$ cat src/rtl/bp_pkg.sv
// Shared types for the branch target predictor: counter encodings, per-entry
// control state and the predict-taken threshold.
package bp_pkg;

    typedef enum logic [1:0] {
        SNT = 2'd0,
        WNT = 2'd1,
        WT  = 2'd2,
        ST  = 2'd3
    } bp_cnt_e;

    // Width-independent part of an entry; tag and target are kept in
    // separately sized arrays because their widths follow module parameters.
    typedef struct packed {
        logic    valid;
        logic    is_jump;
        bp_cnt_e cnt;
    } bp_entry_t;

    localparam bp_cnt_e PRED_TAKEN_MIN = WT;

endpackage

$ cat src/rtl/bp_counter2.sv
// 2-bit hysteresis counter next-state function.
// Latency: combinational. Backpressure: none.
// Not-taken drops a weak or strongly-not-taken state straight to SNT.
module bp_counter2
    import bp_pkg::*;
(
    input  bp_cnt_e cnt,
    input  logic    taken,
    output bp_cnt_e cnt_next
);

    always_comb begin
        cnt_next = cnt;
        case (cnt)
            SNT:     cnt_next = taken ? WNT : SNT;
            WNT:     cnt_next = taken ? ST  : SNT;
            WT:      cnt_next = taken ? ST  : SNT;
            ST:      cnt_next = taken ? ST  : WT;
            default: cnt_next = SNT;
        endcase
    end

endmodule

$ cat src/rtl/branch_target_predictor.sv
// Direct-mapped, fully tagged BTB with per-entry 2-bit counters and bulk flush.
// Latency: lookup combinational (0 cycles); update visible the cycle after its edge.
// Backpressure: none, one update per cycle. Optional BP_STATS_EN adds saturating stat counters.
module branch_target_predictor
    import bp_pkg::*;
#(
    parameter int          WORD       = 16,
    parameter int          INDEX_BITS = 3,
    parameter logic [1:0]  CNT_INIT   = 2'd3
) (
    input  logic            Clk,
    input  logic            Reset_N,
    input  logic            lookup_en,
    input  logic [WORD-1:0] lookup_pc,
    output logic [WORD-1:0] pred_pc,
    output logic            pred_taken,
    output logic            pred_hit,
    input  logic            update_valid,
    input  logic [WORD-1:0] update_pc,
    input  logic [WORD-1:0] update_target,
    input  logic            update_is_jump,
    input  logic            update_taken,
    input  logic            update_mispredict,
    input  logic            flush
`ifdef BP_STATS_EN
    ,
    output logic [15:0]     stat_lookups,
    output logic [15:0]     stat_mispredicts
`endif
);

    localparam int ENTRIES = 1 << INDEX_BITS;
    localparam int TAG_W   = WORD - INDEX_BITS;

    bp_entry_t              ctrl_q [ENTRIES];
    logic [TAG_W-1:0]       tag_q  [ENTRIES];
    logic [WORD-1:0]        tgt_q  [ENTRIES];

    logic [INDEX_BITS-1:0]  lk_idx;
    logic [TAG_W-1:0]       lk_tag;
    bp_entry_t              lk_ctrl;

    logic [INDEX_BITS-1:0]  up_idx;
    logic [TAG_W-1:0]       up_tag;
    bp_entry_t              up_ctrl;
    logic                   up_hit;
    bp_cnt_e                up_cnt_next;
    bp_cnt_e                alloc_cnt;

    assign lk_idx  = lookup_pc[INDEX_BITS-1:0];
    assign lk_tag  = lookup_pc[WORD-1:INDEX_BITS];
    assign lk_ctrl = ctrl_q[lk_idx];

    // No bypass: a same-index update this cycle is not visible here.
    assign pred_hit   = lk_ctrl.valid && (tag_q[lk_idx] == lk_tag);
    assign pred_taken = pred_hit && (lk_ctrl.is_jump || (lk_ctrl.cnt >= PRED_TAKEN_MIN));
    assign pred_pc    = pred_taken ? tgt_q[lk_idx] : lookup_pc + WORD'(1);

    assign up_idx    = update_pc[INDEX_BITS-1:0];
    assign up_tag    = update_pc[WORD-1:INDEX_BITS];
    assign up_ctrl   = ctrl_q[up_idx];
    assign up_hit    = up_ctrl.valid && (tag_q[up_idx] == up_tag);
    assign alloc_cnt = (update_is_jump || update_taken) ? bp_cnt_e'(CNT_INIT) : SNT;

    bp_counter2 u_cnt (
        .cnt      (up_ctrl.cnt),
        .taken    (update_taken),
        .cnt_next (up_cnt_next)
    );

    always_ff @(posedge Clk or negedge Reset_N) begin
        if (!Reset_N) begin
            for (int i = 0; i < ENTRIES; i++) begin
                ctrl_q[i] <= '{valid: 1'b0, is_jump: 1'b0, cnt: bp_cnt_e'(CNT_INIT)};
                tag_q[i]  <= '0;
                tgt_q[i]  <= '0;
            end
        end else if (flush) begin
            // Flush takes priority and drops any concurrent update.
            for (int i = 0; i < ENTRIES; i++) begin
                ctrl_q[i].valid <= 1'b0;
            end
        end else if (update_valid) begin
            ctrl_q[up_idx].is_jump <= update_is_jump;
            if (up_hit) begin
                if (update_is_jump) begin
                    tgt_q[up_idx] <= update_target;
                end else begin
                    ctrl_q[up_idx].cnt <= up_cnt_next;
                    if (update_taken) begin
                        tgt_q[up_idx] <= update_target;
                    end
                end
            end else begin
                ctrl_q[up_idx].valid <= 1'b1;
                ctrl_q[up_idx].cnt   <= alloc_cnt;
                tag_q[up_idx]        <= up_tag;
                tgt_q[up_idx]        <= update_target;
            end
        end
    end

`ifdef BP_STATS_EN
    always_ff @(posedge Clk or negedge Reset_N) begin
        if (!Reset_N) begin
            stat_lookups     <= '0;
            stat_mispredicts <= '0;
        end else begin
            if (lookup_en && (stat_lookups != 16'hFFFF)) begin
                stat_lookups <= stat_lookups + 16'd1;
            end
            if (update_valid && update_mispredict && !flush && (stat_mispredicts != 16'hFFFF)) begin
                stat_mispredicts <= stat_mispredicts + 16'd1;
            end
        end
    end
`else
    logic unused_stats;
    assign unused_stats = lookup_en ^ update_mispredict;
`endif

endmodule

$ cat config.mk
export PLATFORM = sky130hd
export DESIGN_NAME = branch_target_predictor
export DESIGN_NICKNAME = d
export VERILOG_FILES = /design/src/rtl/bp_pkg.sv /design/src/rtl/bp_counter2.sv /design/src/rtl/branch_target_predictor.sv
export SDC_FILE = /design/constraint.sdc
export NUM_CORES = 1
export LEC_CHECK = 0
export ABC_AREA = 1
export CAP_MARGIN = 10
export CORE_MARGIN = 2
export CORE_UTILIZATION = 25
export DETAILED_ROUTE_END_ITERATION = 8
export GPL_TIMING_DRIVEN = 0
export PLACE_DENSITY_LB_ADDON = 0.08
export SLEW_MARGIN = 20
export SYNTH_ARGS = -nofsm -noshare
export SYNTH_HDL_FRONTEND = slang
export SYNTH_SLANG_ARGS = --single-unit
export TNS_END_PERCENT = 10
$ cat constraint.sdc
create_clock -name Clk -period 3.93 [get_ports Clk]
set_input_delay 0.9825 -clock Clk [delete_from_list [all_inputs] [get_ports Clk]]
set_output_delay 0.9825 -clock Clk [all_outputs]
set_load 0.005 [all_outputs]
# After elaboration in Yosys (flattened, before gate mapping)
# Index checks and enable logic that the tools add are counted.
# word_totals
n_memories	0
latch_bits	0
output_inout_bits	18
input_bits	56
elab_cells	118
ff_bits	264
ramBits	0
romBits	0
# classes
eq_ne	6
n_mux	51
shift	0
n_mul	0
n_lt_le_gt_ge	4
n_addsub	1
n_bitwise	4
n_reduce_logical	12
div	0
# op_table
operator	n
$mux W128	3
$bwmux W128	1
$bwmux W32	4
$bwmux W104	1
$mux W32	3
$bmux W13 S3	2
$mux W13	5
$mux W16	4
$bmux W16 S3	1
$demux W16 S3	1
$demux W13 S3	1
$demux W4 S3	3
$eq A13 B13 Y1	2
$bmux W4 S3	2
$mux W4	5
$add A16 B1 Y16 const B	1
$mux W1	10
$ge A4 B4 Y1 const B	2
$not A3 Y4	2
$mux W2	3
$pmux W2 S3	1
$reduce_and A3 Y1	2
$eq A2 B2 Y1 const B	2
$logic_and A1 B1 Y1	4
other kinds (11)	13

# Depth between registers and ports, before layout
# Gate-level depths: netlist of the first run.
# depth
ltp_word	12
ltp_mapped	19
depth_no_buf	17

# Cells and area by module
# From an unflattened synthesis of the first run, not the netlist that was laid out.
# unflattened
cells_unflattened	1973
area_unflattened_um2	14396.3
# modules_own_cells
mod	n_inst	seq_area_each_um2	cells_each	area_per_inst_um2
branch_target_predictor	1	6626.4	1965	14340.0
bp_counter2	1	0.0	8	56.3

# Worst setup path before layout of the first run
# No wires, ideal clock.
# synth_timing
kind	input-to-output
from	input lookup_pc[0]
to	output pred_pc[0]
path_slack_ns	0.124
path_buffers	3
cell_stages	14
t_arrival_ns	2.824
required_time_ns	2.947
cell_sequence	buf_2 nor2_1 buf_2 nand2_1 nand4_1 nand2_1 nand2_1 nand2_1 nor2_1 nand2_1 nor2_1 nand3_1 clkbuf_1 o21ai_1
# synth_between
elab_chain_cells	8
elab_cells_between_ends	17
classes_between	add/sub (1); order compare (1); eq/ne (1); mux (10); bitwise (1); reduce/logical (3)
# synth_rtl
element	line	source
start: declaration	branch_target_predictor.sv:14	input logic [WORD-1:0] lookup_pc,
$not A3 Y4 (implied by the code)	branch_target_predictor.sv:52, branch_target_predictor.sv:55, branch_target_predictor.sv:57	
$bmux W13 S3 / $bmux W4 S3 (equally long branches)	branch_target_predictor.sv:55, branch_target_predictor.sv:52	
$mux W13 (implied by the code) / $mux W4 (equally long branches) (2 in a row)	branch_target_predictor.sv:55, branch_target_predictor.sv:52	
$eq A13 B13 Y1 / $ge A2 B2 Y1 (equally long branches)	branch_target_predictor.sv:55, branch_target_predictor.sv:56	
$logic_and A1 B1 Y1 / $logic_or A1 B1 Y1 (equally long branches)	branch_target_predictor.sv:55, branch_target_predictor.sv:56	
$logic_and A1 B1 Y1	branch_target_predictor.sv:56	assign pred_taken = pred_hit && (lk_ctrl.is_jump || (lk_ctrl.cnt >= PRED_TAKEN_MIN));
$mux W16 (*)	branch_target_predictor.sv:57	assign pred_pc = pred_taken ? tgt_q[lk_idx] : lookup_pc + WORD'(1);
end: declaration	branch_target_predictor.sv:15	output logic [WORD-1:0] pred_pc,
# Mark *: on every way between the ends. The rest lies on a longest branch, timed or not. The select of a mux whose other input is x is not followed.

# Final worst setup path of the first run
# Same ends and word-level chain as after synthesis.

==> results of run 1 <==
-- per-stage QoR --
stage | utilization [%] | hold slack [ns]
after global placement | 27.8 | 0.448
after global routing | 32.1 | 0.307
after CTS | 31.7 | 0.289
after detailed placement | 27.9 | 0.453
after floorplan | - | 0.437
final | 32.1 | 0.290
-- state kept, by name (all words and copies together), names as in the netlist --
register,cells
tag_q,104
tgt_q,128
ctrl_q,32
-- routing by layer --
metal  up-vias  track usage, %
met2       400            38.3
li1       6895               -
met5         -               0
met1      7304            30.4
met4         0            8.59
met3       116            2.10
-- how the worst min path moves through the flow --
stage	to	depth (start not counted)
6_report	tag_q[33]$_DFFE_PN0P_	1
5_1_grt	tag_q[32]$_DFFE_PN0P_	1
4_1_cts	tag_q[33]$_DFFE_PN0P_	1
3_5_place_dp	tgt_q[47]$_DFFE_PN0P_	2
3_3_place_gp	tgt_q[43]$_DFFE_PN0P_	2
2_1_floorplan	tgt_q[100]$_DFFE_PN0P_	2
-- synthesized netlist by cell type, drive strengths merged --
master and number:
inv 179, a32o 1, o211ai 22, xnor2 1, o311ai 2, clkbuf 63, clkinv 1, nor3 5
buf 68, o22ai 9, nand2 761, a21oi 24, or2 4, dfrtp 248, nand3 239, o2111ai 5
o21ai 187, dfstp 16, xor2 13, o221ai 1, a221o 12, nand3b 6, nor2 155, a22oi 12
a221oi 10, ha 3, nand4 16
-- power breakdown --
group | switching (W) | total [W] | internal, W
clock | 0.00141 | 0.00359 | 0.00219
combinational | 0.00117 | 0.00180 | 0.000622
sequential | 0.000347 | 0.00363 | 0.00329
total | 0.00293 | 0.00902 | 0.00610
-- cells in the final DEF (no fill, tap or decap), types with 24 or more instances in the layout --
cell type	instances
sky130_fd_sc_hd__nor2_1	141
sky130_fd_sc_hd__clkdlybuf4s50_1	29
sky130_fd_sc_hd__dfrtp_1	248
sky130_fd_sc_hd__nand2_1	718
sky130_fd_sc_hd__buf_4	29
sky130_fd_sc_hd__nand2_2	34
sky130_fd_sc_hd__a21oi_1	24
sky130_fd_sc_hd__nand3_1	208
sky130_fd_sc_hd__clkbuf_1	37
sky130_fd_sc_hd__clkbuf_16	41
sky130_fd_sc_hd__buf_1	24
sky130_fd_sc_hd__inv_1	170
sky130_fd_sc_hd__o21ai_0	163
sky130_fd_sc_hd__buf_2	46
-- repair_timing --
action / 4_1_cts / 5_1_grt
setup buffers: 28 / 6
endpoints found under the setup margin: 254 / 245
hold buffers: 0 / 0
cloned: 4 / 0
pin swaps: 48 / 35
resized for setup: 289 / 69
-- logic make-up after synthesis --
group / Yosys count / synth area share (%)
AOI/OAI and AO/OA: 285 / 11.4
xor gates and xnor gates: 14 / 0.845
adders and majority gates: 3 / 0.259
buffers and inverters: 311 / 8.34
DFF: 264 / 45.6
and+or+nand+nor: 1186 / 33.5
-- final cells by class --
| class | count | share of cell area, % |
|---|---|---|
| tap | 765 | 5.17 |
| buffer | 130 | 4.26 |
| clock inverter | 10 | 0.866 |
| clock buffer | 57 | 6.11 |
| inverter | 180 | 3.81 |
| sequential | 264 | 35.8 |
| timing repair buffer | 92 | 4.97 |
| multi-input combinational | 1488 | 39.0 |
-- worst register-to-register path: stages (launching register included) --
cell and delay, ns:
sky130_fd_sc_hd__dfrtp_1 0.40, sky130_fd_sc_hd__or2_2 0.28, sky130_fd_sc_hd__nand3_1 0.07, sky130_fd_sc_hd__nand2_1 0.12, sky130_fd_sc_hd__o21ai_1 0.14, sky130_fd_sc_hd__nand2_1 0.08, sky130_fd_sc_hd__nor2_1 0.12, sky130_fd_sc_hd__nand2_1 0.16
sky130_fd_sc_hd__nor2_2 0.29, sky130_fd_sc_hd__nand2_2 0.27, sky130_fd_sc_hd__nand2_2 0.36, sky130_fd_sc_hd__clkbuf_2 0.37, sky130_fd_sc_hd__o21ai_0 0.15
==> results list, run 1 <==
* Number of optimization iterations in the first detailed-route pass: 5
- The first global-routing pass estimated 101 mm of wire.
* Standard-cell rows: 88
- STA puts the critical path data arrival time at 3.24 ns.
- Post-synthesis cell type with the largest combined area: sky130_fd_sc_hd__dfrtp_1
- Met2 WL post-DR: 32.7 mm
- Of all nets on the critical path, the largest fanout is 6.
- Critical R2R Capture: ctrl_q[7]$_DFFE_PN0P_
* Outcome: complete, but fails checks
* Die area: 60,000 um^2
- Antenna diode count: 0
- Dividing the detail-routed via count by the number of cells gives 4.93.
* Setup slack after placement: -2.52 ns
- The signal on the critical path passes through buf_12, buf_8, clkinvlp_4, buf_8, nand2_2, nand3_2, nand3_4, nand2_1, nand2_1, nand2_1, nor2_2, nand2_2, nor2_4, nand3_4, clkbuf_16, buf_8, o21ai_4, buf_2.
- Highest metal layer used by the detailed router: met4
- Detailed-route DRC error count: 0
* Final setup violation count: 17
- Total power consumption of the routed design: 0.00902 W
* Maximum root-to-sink buffer count: 3
* Maximum number of pins on one net before global-route repair: 81
- Total of warnings raised by yosys: 0
- For the pin with the worst max-slew slack, the measured transition is 0.928 ns.
- Post-synth cell types: 34
- Measured along the x axis, the die boundary spans 245 um.
* Wire length on met1: 30.5 mm
- Average size of a mapped cell: 7.04 um^2
- Die span in y: 245 um
- In this run the cell area measured after placement is 16,100 um^2.
* Critical path data required time: 2.95 ns
- FMAX: 0.237 GHz
- The worst setup path is of the in -> out kind.
- The critical path contains buffers and inverters numbering 7 combined.
* Class of the worst hold path: in -> async
- The final layout contains 2,252 nets.
* R2R cell count: 12
- The largest individual stage delay along the critical path comes from the cell sky130_fd_sc_hd__clkinvlp_4.
- Delay of the slowest cell on the worst path: 0.23 ns
* Total core area: 57,600 um^2
* Maximum level of the CTS H-tree: 2
* Number of CTS-inserted buffers: 37
- Number of global-route vias before repair: 14,600
* Detailed-placement wirelength estimate: 49.2 mm
- Post-DRT Antenna Nets: 0
* Final design instance area without fill: 18,500 um^2
- Reg-to-Reg Start: tag_q[71]$_DFFE_PN0P_
- Seq. cell area: 6630 um^2
* Layout cells sized above 1: 15.1%
- IO Count: 74
* Worst setup path startpoint: lookup_pc[0]
- Synth Register Bits: 264
- Across all setup checks in the final design, the least slack found is -0.291 ns.
* Critical Path Sink Type: output port
- At the end of routability-driven placement, the weighted congestion stood at 0.894.
- Maximum ir drop on the vdd rail: 292 uV
- Counting I/O delays and the setup requirement, the final critical path takes 4.22 ns.
- For this block, the routed nets add up to 68.4 mm of wire.
* Number of max-capacitance violations reported: 0
- Setup repair after global routing could not meet its margin everywhere.
* Effective utilization at floorplan: 25.2%
* Fillcell total: 6,277
- Proportion of synthesized chip area in sequential cells: 45.6%
- Post-route clock period utilization: 107%
- The multi-input combinational cells in the finished layout cover a total of 7210 um^2.
- Number of standard cells in the final layout excluding fillers: 2,986
* Average detailed-routed wire length per instance: 22.9 um
- Inst Count DP: 2,883
- Yosys top cell area share: 42.7%
- The area growth from synthesis to layout is 27.4%.
- The first routing iteration left 1,129 violations.
- Max-slew headroom: 37.9%
* Later-pin clock latency in the skew report: 0.57 ns
- The number of antenna violations at the first check in global routing was 0.
- The number of hold violations in the final report is 0.
- The detailed router placed 14,700 vias in this run.
* Leakage power total: 9.13 nW
- Number of sinks driven by the clock tree: 264
- Remaining Overflow, GRT: 0
- Summed instance area of the synthesized netlist: 14,500 um^2
- The checks that failed: negative setup slack.
* Clock-pin slew reported for the worst setup and hold paths after clock tree synthesis: 0.06 ns
- STA classifies the critical path startpoint as a primary input.
- Crit path to: pred_pc[0]
- Routed wl met3: 2.69 mm
- Critical path depth: 18
* TritonCTS clock tree: built
- Setup total negative slack: -3.95 ns
- When the netlist entered floorplanning its net count stood at 2,122.
- Synthesis produced 2,063 cells.
- Fin Clk Skew: 0.0283 ns
- Sorting the synthesized cells by area gives the leading types as sky130_fd_sc_hd__dfrtp_1 (43%), sky130_fd_sc_hd__nand2_1 (19%), sky130_fd_sc_hd__nand3_1 (8.2%).
* Max-slew violation count: 0
* Port Buffers: 52
- For flop-to-flop paths, the worst setup slack is 1.01 ns.
* Cell class contributing the biggest share of worst-path delay: buffers and inverters
* Power Density: 488 nW/um^2
- The root buffer cell chosen for the clock tree is sky130_fd_sc_hd__clkbuf_16.
- Global routing used 22.8% of the available tracks across all layers.
Power figures use the tool's default switching activity.
==> run 2, diff against run 1 <==
Settings changed: CORE_MARGIN 2 to 4.
==> results list, run 2 (synthesized netlist as in run 1, its figures left out) <==
* Outcome: complete, but fails checks
- Failing checks: negative setup slack
- Fin Clk Skew: 0.0383 ns
* Final setup violation count: 18
- Post-route clock period utilization: 107%
- Most common library cell in the layout ignoring fill and taps: sky130_fd_sc_hd__nand2_1
* Maximum ir drop on the vdd rail: 304 uV
- The tree built by TritonCTS fans out to 264 sinks.
- The critical path goes through buf_12, buf_8, clkinvlp_4, buf_6, clkbuf_16, nand2_2, nand3_2, nand4_1, nand2_1, nand2_1, nand2_1, nor2_1, nand2_1, nor2_4, nand3_4, clkbuf_16, buf_12, o21ai_2, buf_2.
- Switching portion of total power: 32.3%
* Critical path class: in -> out
- Number of global-route vias before repair: 14,700
* Max-slew violation count: 0
- The cell that appears most often on the critical path is sky130_fd_sc_hd__nand2_1.
- In this run the worst path has a maximum fanout of 5.
- Overall routed net length: 68.5 mm
- First-pass GRT wire length: 101 mm
- Weighted congestion at the end of routability-driven global placement: 0.883
* Cell with the largest stage delay on the worst path: sky130_fd_sc_hd__clkbuf_16
- Post-layout utilization of the core: 32.2%
* Antenna violations before repair: 3
* Max reg flops: 128
- In the post-route analysis, the smallest setup slack over all paths is -0.278 ns.
- The die is 249 um tall.
* Detailed-route DRC error count: 0
* Largest registers ranked by flip-flop count: tgt_q (128), tag_q (104), ctrl_q (32)
* Maximum root-to-sink buffer count: 3
- Seq pwr share: 39.9%
* Post-DRT Antenna Nets: 0
- Timing analysis after detailed placement gives a worst setup slack of -2.53 ns.
- Power Density: 490 nW/um^2
* Area added between synthesis and finish: 27.8%
- After clock tree synthesis, the flow added hold-fix buffers numbering 0.
- Part of the power in combinational logic: 19.6%
- Standard-cell rows: 88
* Total core area: 57,600 um^2
- After layout, the design draws a total of 0.00909 W.
- The first detailed-routing pass ran for 5 iterations.
* Die area: 62,000 um^2
- Later-pin clock latency in the skew report: 0.57 ns
- The clock network is responsible for 40.5% of the overall power.
- Max-slew headroom: 34.3%
- Summing over every cut layer, the via total after detailed routing is 14,800.
- Iteration-0 DRC count of the detailed router: 1,214
* Critical Path AT: 3.23 ns
- Setup repair after global routing could not meet its margin everywhere.
- Setup total negative slack: -3.53 ns
- After clock tree synthesis, the clock-pin slew on the worst setup and hold paths is 0.06 ns.
* Internal Dissipation: 0.00616 W
* Ratio of routed vias to standard cells: 4.96
- Shortest clock period the worst path allows after layout: 4.21 ns
* Most frequent cells in the layout: sky130_fd_sc_hd__nand2_1 (730), sky130_fd_sc_hd__dfrtp_1 (248), sky130_fd_sc_hd__nand3_1 (210), sky130_fd_sc_hd__inv_1 (170), sky130_fd_sc_hd__o21ai_0 (162)
- Excluding fillers, the count of instances in the completed layout stands at 2,985.
* Critical path data required time: 2.95 ns
- The cell family contributing the most delay on the critical path is buffers and inverters.
- Class of the worst hold path: in -> async
* Layout cells sized above 1: 14.7%
- TritonCTS built the clock tree.
- Inst Count DP: 2,883
- Dividing the detail-routed wire length by the instance count gives 22.9 um.
* Pin slew with the least headroom to its limit: 0.982 ns
- Remaining Overflow, GRT: 0
* Number of CTS-inserted buffers: 37
- Detailed-placement wirelength estimate: 49.1 mm
- The die is 249 um wide.
- GRT Total Usage: 21.6%
- Maximum number of pins on one net before global-route repair: 83
- 74 I/O pins were placed.
* Effective utilization at floorplan: 25.2%
- Static timing analysis puts the maximum clock frequency at 0.238 GHz.
- Layout net count: 2,248
- The H-tree was split into 2 levels.
- In this design, the stage delay of the slowest critical-path cell is 0.19 ns.
- The tool flagged a number of max-cap violations equal to 0.
* Hold violation total from the final report: 0
- The tree is rooted in a sky130_fd_sc_hd__clkbuf_16.
- Crit path buf inv count: 8
- The worst setup path is launched from a primary input.
- Critical Path Sink Type: output port
- Leakage power total: 9.22 nW
* Port Buffers: 52
- Register bank with the most flops: tgt_q
- Switching power of the nets: 0.00294 W
## run 2: cell types whose count changed in the layout (fill, tap and decap cells not counted), sizes merged, moves of 2 or more
cell,delta
buf,-6
bufinv,+2
diode,+2
clkbuf,-5
clkinv,+2
inv,+4
## run 2: power by group through the flow
stage	registers (W)	logic (W)	clock network (W)
floorplan	0.00355	0.00103	0
global placement	0.00366	0.00161	0
detailed placement	0.00365	0.00165	0
CTS	0.00362	0.00175	0.00377
global route	0.00369	0.00201	0.00387
finish	0.00363	0.00178	0.00368
## run 2: timing repair
action,CTS,global route
setup buffers,25,5
endpoints found under the setup margin,261,252
resized for setup,314,56
pin swaps,41,24
cloned,1,1
## run 2: path summary, 6_finish.rpt
check | from | end | slack [ns] | depth (start not counted)
setup / recovery | lookup_pc[0] | pred_pc[2] | -0.28 | 19
hold / removal | Reset_N | tag_q[37]$_DFFE_PN0P_ | 0.31 | 1
setup reg to reg | tag_q[31]$_DFFE_PN0P_ | tgt_q[35]$_DFFE_PN0P_ | 1.06 | 14
hold reg to reg | ctrl_q[4]$_DFFE_PN1P_ | ctrl_q[4]$_DFFE_PN1P_ | 0.46 | 2
max in group asynchronous | Reset_N | tgt_q[21]$_DFFE_PN0P_ | 2.41 | 3
min in group Clk | ctrl_q[4]$_DFFE_PN1P_ | ctrl_q[4]$_DFFE_PN1P_ | 0.46 | 2
## run 2: final cells by class
cell class / count / area, um^2
well taps: 765 / 957
flip-flops and latches: 264 / 6630
inverters: 180 / 699
clock inverters: 17 / 245
plain buffers: 131 / 855
repair buffers: 87 / 910
multi-input cells: 1488 / 7180
clock buffers: 51 / 1070
fillers: 6229 / 39000
diodes: 2 / 5.00
## run 2: metal layers
metal / vias to the layer above / routed length (um) / GRT usage, %
met1: 7302 / 30500 / 29.2
met4: 2 / 2370 / 7.92
met5: - / 13 / 0
li1: 6898 / - / -
met2: 471 / 32400 / 35.8
met3: 122 / 3200 / 2.31
## run 2: through the flow
step                      cell area [um^2]  hold slack (ns)
after floorplan                      14500            0.437
after global placement               16000            0.449
after detailed placement             16100            0.453
after CTS                            18300            0.307
after global routing                 18500            0.329
final                                18500            0.314
==> run 3, diff against run 2 <==
Settings changed: MAX_ROUTING_LAYER set to met4.
Clock period 3.93 ns to 4.3 ns, I/O delays scaled along.
==> results list, run 3 (synthesized netlist as in run 1, its figures left out) <==
- After the last flow step, the layout net total stands at 2,237.
* Detailed-route DRC error count: 0
- Later-pin clock latency in the skew report: 0.57 ns
* Setup repair after global routing missed its margin: yes
* Number of max-capacitance violations reported: 0
- In this run the worst hold path is classified as in -> async.
- met2 is the most crowded layer.
- Area added between synthesis and finish: 25.5%
- The floorplan has 88 rows.
- Entering global routing, the biggest net connects 83 pins.
- Global routing consumed, over all layers together, 22.1% of the routing resources.
* Critical Path AT: 3.30 ns
- Summing all multi-input logic gate instances after layout gives 7010 um^2.
- The register with the most flip-flops in the layout has 128 of them.
* Die width: 249 um
- After filler insertion, the fill cell instance count of the layout stands at 6,267.
- Derived from the worst setup path, the maximum achievable clock frequency is 0.228 GHz.
- Clock tree synthesis inserted a total of 37 buffers.
- Power Density: 454 nW/um^2
- Setup violations remaining at the end of the flow were counted as 15.
* Critical path fanouts, max: 10
- Total via count in the routed design: 14,700
- Of the available clock period, the critical path in the final layout requires 102%.
- Input and output buffers added on the ports amount to 52.
* Die area: 62,000 um^2
* Worst Hold Slack: 0.409 ns
* Clock Tree Root: sky130_fd_sc_hd__clkbuf_16
- For met1 alone, demand over resource in global routing was 29.2%.
- Fin Clk Skew: 0.0343 ns
- The detail route stage leaves a number of antenna-violating nets equal to 0.
* Max-slew headroom: 34.6%
- The wire-length estimate of the detail-placed layout is 49.1 mm.
- Traced cell by cell, the critical path runs through buf_12, buf_8, buf_4, o211ai_1, nand3_2, nand3_1, nand2_1, nor2_1, nand2_1, nor2_4, nand3_4, clkbuf_16, buf_12, o21ai_4, buf_2.
- The congestion estimate from routability-driven global placement came to 0.898.
* Hold violation total from the final report: 0
- Cell with the largest stage delay on the worst path: sky130_fd_sc_hd__o211ai_1
- Remaining Overflow, GRT: 0
* Number of standard cells in the final layout excluding fillers: 2,975
- TritonCTS clock tree: built
* Critical path class: in -> out
* Delay of the slowest cell on the worst path: 0.35 ns
- Cell class contributing the biggest share of worst-path delay: buffers and inverters
- The die is 249 um tall.
* First-pass GRT wire length: 100 mm
- The final layout contains routed wiring with a total length of 67.9 mm.
- The H-tree was split into 2 levels.
* Inst Count DP: 2,883
* Failing checks: negative setup slack
* Critical path launch point type: primary input
- Largest registers ranked by flip-flop count: tgt_q (128), tag_q (104), ctrl_q (32)
- 74 I/O pins were placed.
- Outcome: complete, but fails checks
- The via count of the first global-routing pass was 14,600.
* Max-slew violation count: 0
* Maximum root-to-sink buffer count: 3
* Total core area: 57,600 um^2
* Met3 Resource Use GR: 2.27%
* Seq. cell area: 6630 um^2
- Clock-pin slew reported for the worst setup and hold paths after clock tree synthesis: 0.06 ns
- Most frequent cells in the layout: sky130_fd_sc_hd__nand2_1 (744), sky130_fd_sc_hd__dfrtp_1 (248), sky130_fd_sc_hd__nand3_1 (214), sky130_fd_sc_hd__inv_1 (171), sky130_fd_sc_hd__o21ai_0 (166)
- The startpoint identified for the worst register-to-register timing path is tag_q[5]$_DFFE_PN0P_.
- Number of sinks driven by the clock tree: 264
- Critical path data required time: 3.22 ns
- Ranked by flip-flop count, first place goes to tgt_q.
- Leakage power total: 9.05 nW
* Met2 layer usage reported by global route: 35.7%
* Antenna violations before repair: 3
- STA classifies the critical path endpoint as an output port.
- The pre-antenna-repair detailed-routing pass consisted of 5 iterations.
- For this configuration, the core starts out at a cell density of 25.2%.
- Iteration-0 DRC count of the detailed router: 1,313
* Pin slew with the least headroom to its limit: 0.977 ns
* Post-layout utilization of the core: 31.6%
* Hold buffers post-CTS: 0
* Critical R2R Capture: tgt_q[19]$_DFFE_PN0P_
- Shortest clock period the worst path allows after layout: 4.38 ns
- Once routing completed, OpenROAD measured the worst setup slack at -0.0797 ns.
- Crit path buf inv count: 6
* Most common library cell in the layout ignoring fill and taps: sky130_fd_sc_hd__nand2_1
- IR analysis of the VDD net gives a maximum drop of 278 uV.
- Dividing the detail-routed wire length by the instance count gives 22.8 um.
* R2R cell count: 14
* Layout cells sized above 1: 12.6%
- Ratio of routed vias to standard cells: 4.95
- Internal reg-to-reg setup slack: 1.32 ns
==> run 3: worst max-delay path by stage <==
stage                             from               endpoint  cells past startpoint
after global routing      lookup_pc[0]             pred_pc[7]                     19
final                     lookup_pc[0]             pred_pc[0]                     15
after floorplan           lookup_pc[0]             pred_pc[0]                     14
after CTS                 lookup_pc[0]             pred_pc[0]                     15
after detailed placement  lookup_pc[1]             pred_pc[6]                     13
after global placement         Reset_N  tgt_q[54]$_DFFE_PN0P_                      1
==> run 3: area by class of cell <==
| cell class | count | area share, % |
|---|---|---|
| multi-input combinational | 1488 | 38.5 |
| sequential | 264 | 36.4 |
| clock buffer | 51 | 5.87 |
| tap | 765 | 5.26 |
| buffer | 131 | 4.58 |
| timing repair buffer | 76 | 4.28 |
| inverter | 180 | 3.78 |
| clock inverter | 17 | 1.35 |
| antenna | 3 | 0.0412 |
==> run 3: metrics by stage <==
| stage | setup TNS (ns) | power, W | instance area [um^2] | setup slack [ns] |
|---|---|---|---|---|
| finish | -0.560 | 0.00826 | 18200 | -0.0797 |
| global route | -2.17 | 0.00870 | 18200 | -0.169 |
| CTS | -0.587 | 0.00834 | 18100 | -0.0858 |
| detailed placement | -208.47 | 0.00484 | 16100 | -2.35 |
| global placement | -2921.23 | 0.00482 | 16000 | -10.55 |
| floorplan | 0 | 0.00419 | 14500 | 0.309 |
==> run 3: repair_timing <==
item / 4_1_cts / 5_1_grt
resized for setup: 257 / 18
gates cloned: 1 / 0
buffers inserted: 16 / 4
pin swaps: 19 / 11
endpoints found under the setup margin: 196 / 253
endpoints found under the hold margin: 0 / 0
==> run 3: metal layers <==
metal	part of all wire (%)	routed length (um)
met1	45	30800
met2	47	32100
met3	4.2	2820
met4	3.4	2280
met5	0	0
==> run 3: power breakdown <==
part / leakage, nW / internal [W] / switching [W] / total, W
registers: 3.32 / 0.00300 / 0.000314 / 0.00332
logic: 5.09 / 0.000547 / 0.00104 / 0.00158
clock network: 0.645 / 0.00206 / 0.00130 / 0.00336
